**src/rtl/mips_pipe_pkg.sv**
```systemverilog
// mips_pipe_pkg: shared stage-state encoding and default widths for MIPS pipeline registers
package mips_pipe_pkg;
  typedef enum logic [1:0] {
    STAGE_EMPTY = 2'd0,
    STAGE_FULL  = 2'd1,
    STAGE_SKID  = 2'd2
  } stage_state_t;
  localparam logic [31:0] NOP_WORD = 32'h0000_0000;
  localparam int DATA_W_DEF = 32;
  localparam int PC_W_DEF = 32;
endpackage

```
**src/rtl/pipe_skid_entry.sv**
```systemverilog
// pipe_skid_entry: enable-loaded {pc,data} register with valid bit; clr has priority over ld
// ports: clk, rst_n (async low), ld (load d), clr (invalidate, zero q when CLEAR), d, valid, q
module pipe_skid_entry #(
  parameter int W = 64,
  parameter bit CLEAR = 1'b1
) (
  input  logic         clk,
  input  logic         rst_n,
  input  logic         ld,
  input  logic         clr,
  input  logic [W-1:0] d,
  output logic         valid,
  output logic [W-1:0] q
);
  always_ff @(posedge clk or negedge rst_n)
    if (!rst_n) begin
      valid <= 1'b0;
      q <= '0;
    end else if (clr) begin
      valid <= 1'b0;
      if (CLEAR) q <= '0;
    end else if (ld) begin
      valid <= 1'b1;
      q <= d;
    end
endmodule

```
**src/rtl/pipe_stage_reg.sv**
```systemverilog
// pipe_stage_reg: valid/ready pipeline register with 2-entry skid, stall, and flush with NOP bubble
// ports: clk, rst_n, flush, stall, in_valid/in_ready/in_pc/in_data, out_valid/out_ready/out_pc/out_data
// optional: PIPE_STAGE_PERF_CNT_EN adds saturating stall_cnt/flush_cnt outputs
module pipe_stage_reg
  import mips_pipe_pkg::*;
#(
  parameter int DATA_W = DATA_W_DEF,
  parameter int PC_W = PC_W_DEF,
  parameter bit CLEAR_ON_FLUSH = 1'b1,
  parameter int CNT_W = 16
) (
  input  logic              clk,
  input  logic              rst_n,
  input  logic              flush,
  input  logic              stall,
  input  logic              in_valid,
  output logic              in_ready,
  input  logic [PC_W-1:0]   in_pc,
  input  logic [DATA_W-1:0] in_data,
  output logic              out_valid,
  input  logic              out_ready,
  output logic [PC_W-1:0]   out_pc,
  output logic [DATA_W-1:0] out_data
`ifdef PIPE_STAGE_PERF_CNT_EN
  ,
  output logic [CNT_W-1:0]  stall_cnt,
  output logic [CNT_W-1:0]  flush_cnt
`endif
);
  localparam int W = PC_W + DATA_W;
  stage_state_t st, st_n;
  logic in_fire, out_fire, main_ld, main_src_skid, main_clr, skid_ld, skid_clr, skid_v;
  logic [W-1:0] skid_q;
  assign in_ready = !skid_v;
  assign in_fire = in_valid && in_ready;
  assign out_fire = out_valid && out_ready && !stall;
  always_ff @(posedge clk or negedge rst_n)
    if (!rst_n) st <= STAGE_EMPTY;
    else st <= st_n;
  always_comb begin
    st_n = st;
    main_ld = 1'b0;
    main_src_skid = 1'b0;
    main_clr = 1'b0;
    skid_ld = 1'b0;
    skid_clr = 1'b0;
    if (flush) begin
      st_n = STAGE_EMPTY;
      main_clr = 1'b1;
      skid_clr = 1'b1;
    end else
      case (st)
        STAGE_EMPTY: if (in_fire) begin
          main_ld = 1'b1;
          st_n = STAGE_FULL;
        end
        STAGE_FULL: begin
          main_ld = in_fire && out_fire;
          skid_ld = in_fire && !out_fire;
          main_clr = !in_fire && out_fire;
          st_n = skid_ld ? STAGE_SKID : main_clr ? STAGE_EMPTY : STAGE_FULL;
        end
        STAGE_SKID: if (out_fire) begin
          main_ld = 1'b1;
          main_src_skid = 1'b1;
          skid_clr = 1'b1;
          st_n = STAGE_FULL;
        end
        default: st_n = STAGE_EMPTY;
      endcase
  end
  pipe_skid_entry #(.W(W), .CLEAR(CLEAR_ON_FLUSH)) u_main (
    .clk(clk), .rst_n(rst_n), .ld(main_ld), .clr(main_clr),
    .d(main_src_skid ? skid_q : {in_pc, in_data}),
    .valid(out_valid), .q({out_pc, out_data})
  );
  pipe_skid_entry #(.W(W), .CLEAR(1'b1)) u_skid (
    .clk(clk), .rst_n(rst_n), .ld(skid_ld), .clr(skid_clr),
    .d({in_pc, in_data}), .valid(skid_v), .q(skid_q)
  );
`ifdef PIPE_STAGE_PERF_CNT_EN
  always_ff @(posedge clk or negedge rst_n)
    if (!rst_n) begin
      stall_cnt <= '0;
      flush_cnt <= '0;
    end else begin
      if (out_valid && stall && !(&stall_cnt)) stall_cnt <= stall_cnt + CNT_W'(1);
      if (flush && st != STAGE_EMPTY && !(&flush_cnt)) flush_cnt <= flush_cnt + CNT_W'(1);
    end
`endif
endmodule
```
**config.mk**
```make
export PLATFORM = sky130hd
export DESIGN_NAME = pipe_stage_reg
export DESIGN_NICKNAME = d
export VERILOG_FILES = /design/src/rtl/mips_pipe_pkg.sv /design/src/rtl/pipe_skid_entry.sv /design/src/rtl/pipe_stage_reg.sv
export SDC_FILE = /design/constraint.sdc
export NUM_CORES = 1
export LEC_CHECK = 0
export ABC_AREA = 1
export ABC_CLOCK_PERIOD_IN_PS = 2450
export BUFFER_PORTS_ARGS = -buffer_cell sky130_fd_sc_hd__clkbuf_2
export CORE_AREA = 2 2 187 97
export DETAILED_ROUTE_END_ITERATION = 6
export DIE_AREA = 0 0 189 99
export PLACE_DENSITY = 0.57
export SYNTH_ARGS = -nofsm -noshare
export SYNTH_HDL_FRONTEND = slang
export SYNTH_SLANG_ARGS = --single-unit
```
**constraint.sdc**
```tcl
create_clock -name clk -period 2.45 [get_ports clk]
set_input_delay 0.49 -clock clk [delete_from_list [all_inputs] [get_ports clk]]
set_output_delay 0.49 -clock clk [all_outputs]
set_load 0.1 [all_outputs]
```
== Word-level counts from Yosys, hierarchy flattened ==
Index checks and enable logic that the tools add are counted.

* Latch bits: 0
* Output and inout port bits: 66
* Memories: 0
* Input port bits: 70
* RAM bits: 0
* ROM bits: 0
* Register bits: 132

* Bitwise logic cells: 0
* Muxes and demuxes: 26
* Reductions and logical operators: 14
* Equal/unequal tests: 4
* Shifts and indexed selects: 0
* Magnitude comparators: 0
* Divide/modulo/power cells: 0
* Add/sub/neg operators: 0
* Multiply operators: 0

{| class="wikitable"
|+ Operator list
! cell !! count
|-
| 64-bit 2-to-1 mux || 5
|-
| 1-bit 2-to-1 mux || 15
|-
| 2-bit 2-to-1 mux || 4
|-
| 1-bit logical AND || 6
|-
| 3-bit inequality test, second input constant || 2
|-
| 2-bit one-hot mux with 3 select lines || 1
|-
| 1-bit zero test || 4
|-
| 2-bit nonzero test || 2
|-
| 1-bit one-hot mux with 3 select lines || 1
|-
| 2-bit by 1-bit == test with 1-bit output, second input constant || 1
|-
| 2-bit == test, second input constant || 1
|-
| 2-bit zero test || 1
|-
| 2-bit AND reduction || 1
|}

== Longest topological paths before layout ==
* Depth after elaboration: 8
* Mapped depth: 11
* Gate-level depth less buffers: 9

== Modules after synthesis ==
Synthesis repeated with hierarchy kept, for this count alone.

* Cells, all modules: 808
* Area total of the unflattened synthesis: 6271.0 um2

{| class="wikitable"
|+ By module, submodules not included
! module !! area each (um2) !! instances !! cells each !! sequential area each (um2)
|-
| pipe_skid_entry || 2560.0 || 2 || 280 || 1626.6
|-
| pipe_stage_reg || 1151.1 || 1 || 248 || 50.0
|}

== Worst setup path after synthesis ==
OpenSTA, ideal clock, no wires.

* Kind: register -> register
* From: register u_main.valid
* To: register u_main.q[24]
* Clock period less this slack: 2.434 ns
* Cell stages (with the launch flop): 12
* Path slack: 0.016 ns
* Arrival: 2.314 ns
* Buffers on the path: 3
* Path through: dfrtp_1 nand2_1 nor2_2 buf_2 ha_1 nand3_1 nand2_2 inv_1 buf_6 clkbuf_8 nand3_2 nand2_1

* Word-level cells in the longest chain between the ends: 8

{| class="wikitable"
|+ RTL lines
! element !! line !! source
|-
| from (decl) || pipe_skid_entry.sv:12 || <nowiki>output logic valid,</nowiki>
|-
| from (signal assigned) || pipe_skid_entry.sv:17 || <nowiki>valid <= 1'b0;</nowiki>
|-
| from (signal assigned) || pipe_skid_entry.sv:20 || <nowiki>valid <= 1'b0;</nowiki>
|-
| from (signal assigned) || pipe_skid_entry.sv:23 || <nowiki>valid <= 1'b1;</nowiki>
|-
| 1-bit logical AND * (2 in series) || pipe_stage_reg.sv:36 || <nowiki>assign out_fire = out_valid && out_ready && !stall;</nowiki>
|-
| 1-bit 2-to-1 mux || pipe_stage_reg.sv:63 || <nowiki>STAGE_SKID: if (out_fire) begin</nowiki>
|-
| 1-bit 2-to-1 mux || pipe_stage_reg.sv:52 || <nowiki>case (st)</nowiki>
|-
| 1-bit 2-to-1 mux || pipe_stage_reg.sv:47 || <nowiki>if (flush) begin</nowiki>
|-
| 64-bit 2-to-1 mux || pipe_stage_reg.sv:74 || <nowiki>.d(main_src_skid ? skid_q : {in_pc, in_data}),</nowiki>
|-
| 64-bit 2-to-1 mux || pipe_skid_entry.sv:22 || <nowiki>end else if (ld) begin</nowiki>
|-
| 64-bit 2-to-1 mux || pipe_skid_entry.sv:19 || <nowiki>end else if (clr) begin</nowiki>
|-
| to (signal assigned) || pipe_skid_entry.sv:18 || <nowiki>q <= '0;</nowiki>
|-
| to (signal assigned) || pipe_skid_entry.sv:21 || <nowiki>if (CLEAR) q <= '0;</nowiki>
|-
| to (signal assigned) || pipe_skid_entry.sv:24 || <nowiki>q <= d;</nowiki>
|-
| to (decl) || pipe_skid_entry.sv:13 || <nowiki>output logic [W-1:0] q</nowiki>
|}

Every way passes the cells marked *; elsewhere a longest branch is shown, timed or not. The select of a mux whose other input is x is not followed.
A chain may end at the register's enable or synchronous reset.

== Worst setup path after layout ==
* From: register u_main.valid
* To: register u_main.q[52]

Same word-level chain as after synthesis.

==> reports/results.ini <==
[place]
gp_congestion = 0.814
place_ws_ps = 338
place_area_um2 = 7510
dp.cells = 1145
port_buffers = 135
dpl.hpwl_um = 11400

[global_route]
grt_pass1_wl_um = 29900
grt_pass1_vias = 5494
grt_antenna_before_repair = 1
grt_max_degree = 66
grt_overflow_total = 0
grtUsageTotal_pct = 20.7

[floorplanning]
die_w_um = 189
die-area_um2 = 18700
ios = 136
rows = 34
initial_core_util_pct = 39.5
die_y_um = 99
core_area_um2 = 17100

[finish]
final_nets = 1003
final_design_area_no_fill_um2 = 8180
diodes = 0
final_cells = 1177
final_layout_size_suffix_gt1_share_pct = 27.0
area_delta_synth_final_pct = 21.4

[clock_tree]
clkSinkCount = 132
hold_buffers = 0
cts_tree = done
htreeDepth = 4
path_clk_slew_ps = 60
post_cts_buffers = 0
clockRootBuffer = clkbuf_16
postCtsResizedCells = 0
cts.path.max_buffers = 2
clk-insertion-delay-late_ps = 420
cts_inserted_buffers = 17

[critical_path]
crit_family = buffers and inverters
required_ps = 2760
path_class = reg -> reg
crit_start = u_main.valid$_DFFE_PN0P_
cp-start-kind = flip-flop
cp-end-kind = flip-flop
path_common_cell = nand2_1
r2r-start = u_main.valid$_DFFE_PN0P_
cp.arrival_ps = 2210
worst_path_max_delay_cell = dfrtp_1
crit_fanout = 39
critical_path.cell_chain = nand2_1 -> nor2_4 -> buf_4 -> nand2_2 -> buf_4 -> nand2_1 -> nand2_1 -> nand2_1 -> nand2_1
crit_buf_inv = 2
cpPeakStageDelay_ps = 410

[timing]
hold_viol = 0
relSlewSlack_pct = 59.8
tightest_slew_ps = 605
timing.fmax_mhz = 525
period_needed_ps = 1900
setup_tns_ps = 0
setup_ws_ps = 547
slew_violations = 0
fin_crit_sh_pct = 77.7
fin_skew_ps = 13.2
grt_setup_unrepaired = false
setup_viol = 0

[route]
first_iter_violations = 335
remaining_drc_errors = 0
routed_wl_um = 18200
drtPass1Iterations = 5
routed_via_density = 4.70
post_drt_wl_per_cell_um = 15.5
vias = 5536
final_antenna_net_count = 0

[yosys]
yosysMostFrequentCell = nand2_1
synth-seq-cells = 132
synthCells = 810
synth_edf_count = 0
dominantRegCellSynth = dfrtp_1
synth_seq_area_share_pct = 49.0
synth_top_area_share_pct = 49.0
syn_nets = 883
synth.area.top_cells = dfrtp_1 49%, nand2_1 18%, nand3_2 8.2%
yosys.area.top_type = dfrtp_1
ys_top_cells_by_count = 329 x nand2_1, 132 x dfrtp_1, 78 x nand3_1
syn_area_per_cell_um2 = 8.32
syn_area_um2 = 6740
yosysWarnings = 0
ys_types = 22
synthArstFlopShare_pct = 100

[job]
cap_violations = 0

[power]
seqPwrFrac_pct = 35.0
peakVddDrop_mv = 0.510
power_w = 0.00715
p_leak_nw = 4.27
clkPwrFrac_pct = 40.5
swShare_pct = 35.9
p_switching_w = 0.00257
powerDensity_nw_per_um2 = 874
comb_power_share_pct = 24.5
internal_power_w = 0.00458

[status]
status = finished clean

[worst_hold_path]
hp-class = in -> async

==> worst register-to-register path: stages, from the launching register on <==
cell     delay (ps)
dfrtp_1         410
nand2_1         110
nor2_4          140
buf_4           410
nand2_2         120
buf_4           290
nand2_1         130
nand2_1          50
nand2_1          70
nand2_1          60
==> final cells by class <==
class	instances	area (um^2)
multi-input combinational	549	2690
fill	1695	8880
sequential	132	3300
inverter	75	283
clock buffer	21	470
tap	234	293
clock inverter	11	198
timing repair buffer	155	945
==> power by group through the flow <==
| stage | sequential (W) | clock, W | combinational, W |
|---|---|---|---|
| 6_report | 0.00250 | 0.00289 | 0.00175 |
| 5_1_grt | 0.00252 | 0.00307 | 0.00186 |
| 4_1_cts | 0.00250 | 0.00295 | 0.00177 |
| 3_5_place_dp | 0.00253 | 0 | 0.00177 |
| 3_3_place_gp | 0.00253 | 0 | 0.00176 |
| 2_1_floorplan | 0.00335 | 0 | 0.000593 |
==> logic make-up after synthesis <==
kind of cell | Yosys count | synth area share, %
AOI/OAI and AO/OA | 66 | 4.90
adders and majority gates | 3 | 0.557
and+or+nand+nor | 480 | 34.2
buffers and inverters | 129 | 11.3
DFF | 132 | 49.0
==> state kept, by name (all words and copies together) (netlist names) <==
| signal | count |
|---|---|
| u_main.valid | 1 |
| st | 2 |
| u_main.q | 64 |
| u_skid.valid | 1 |
| u_skid.q | 64 |
==> routing by layer <==
metal	global-route usage, %	up-vias	share of wire (%)	wire (um)
met1	30.9	2578	53	9700
met4	5.23	2	0.81	147
met3	5.45	14	6.3	1150
met2	29.5	171	40	7240
li1	-	2771	-	-
met5	0	-	0.071	13
==> placed cells by master (no fill, tap or decap), drive strengths merged <==
| cell type | Yosys | final |
|---|---|---|
| inv | 75 | 75 |
| bufinv | 0 | 5 |
| clkbuf | 9 | 155 |
| dfrtp | 132 | 132 |
| o21ai | 66 | 66 |
| nand3 | 133 | 133 |
| ha | 3 | 3 |
| nor2 | 13 | 13 |
| clkinvlp | 0 | 1 |
| nor4 | 1 | 1 |
| clkinv | 0 | 5 |
| nand2 | 333 | 333 |
| buf | 45 | 21 |
==> worst paths after layout <==
path / end / slack (ps) / depth (start not counted)
hold reg to reg: u_main.q[56]$_DFFE_PN0P_ / 510 / 2
setup reg to reg: u_main.q[52]$_DFFE_PN0P_ / 550 / 9
setup / recovery: u_main.q[52]$_DFFE_PN0P_ / 550 / 9
min in group clk: u_skid.q[35]$_DFFE_PN0P_ / 300 / 3
hold / removal: u_skid.q[57]$_DFFE_PN0P_ / 50 / 1
max in group asynchronous: u_main.q[53]$_DFFE_PN0P_ / 1790 / 2
==> per-stage QoR <==
| step | hold slack (ps) | utilization (%) |
|---|---|---|
| 2_1_floorplan | 194 | - |
| 3_3_place_gp | 496 | 44.0 |
| 3_5_place_dp | 498 | 44.0 |
| 4_1_cts | 55.5 | 47.9 |
| 5_1_grt | 70.3 | 47.9 |
| 6_report | 52.6 | 47.9 |
Note: power is estimated with default switching activity, not from simulation.
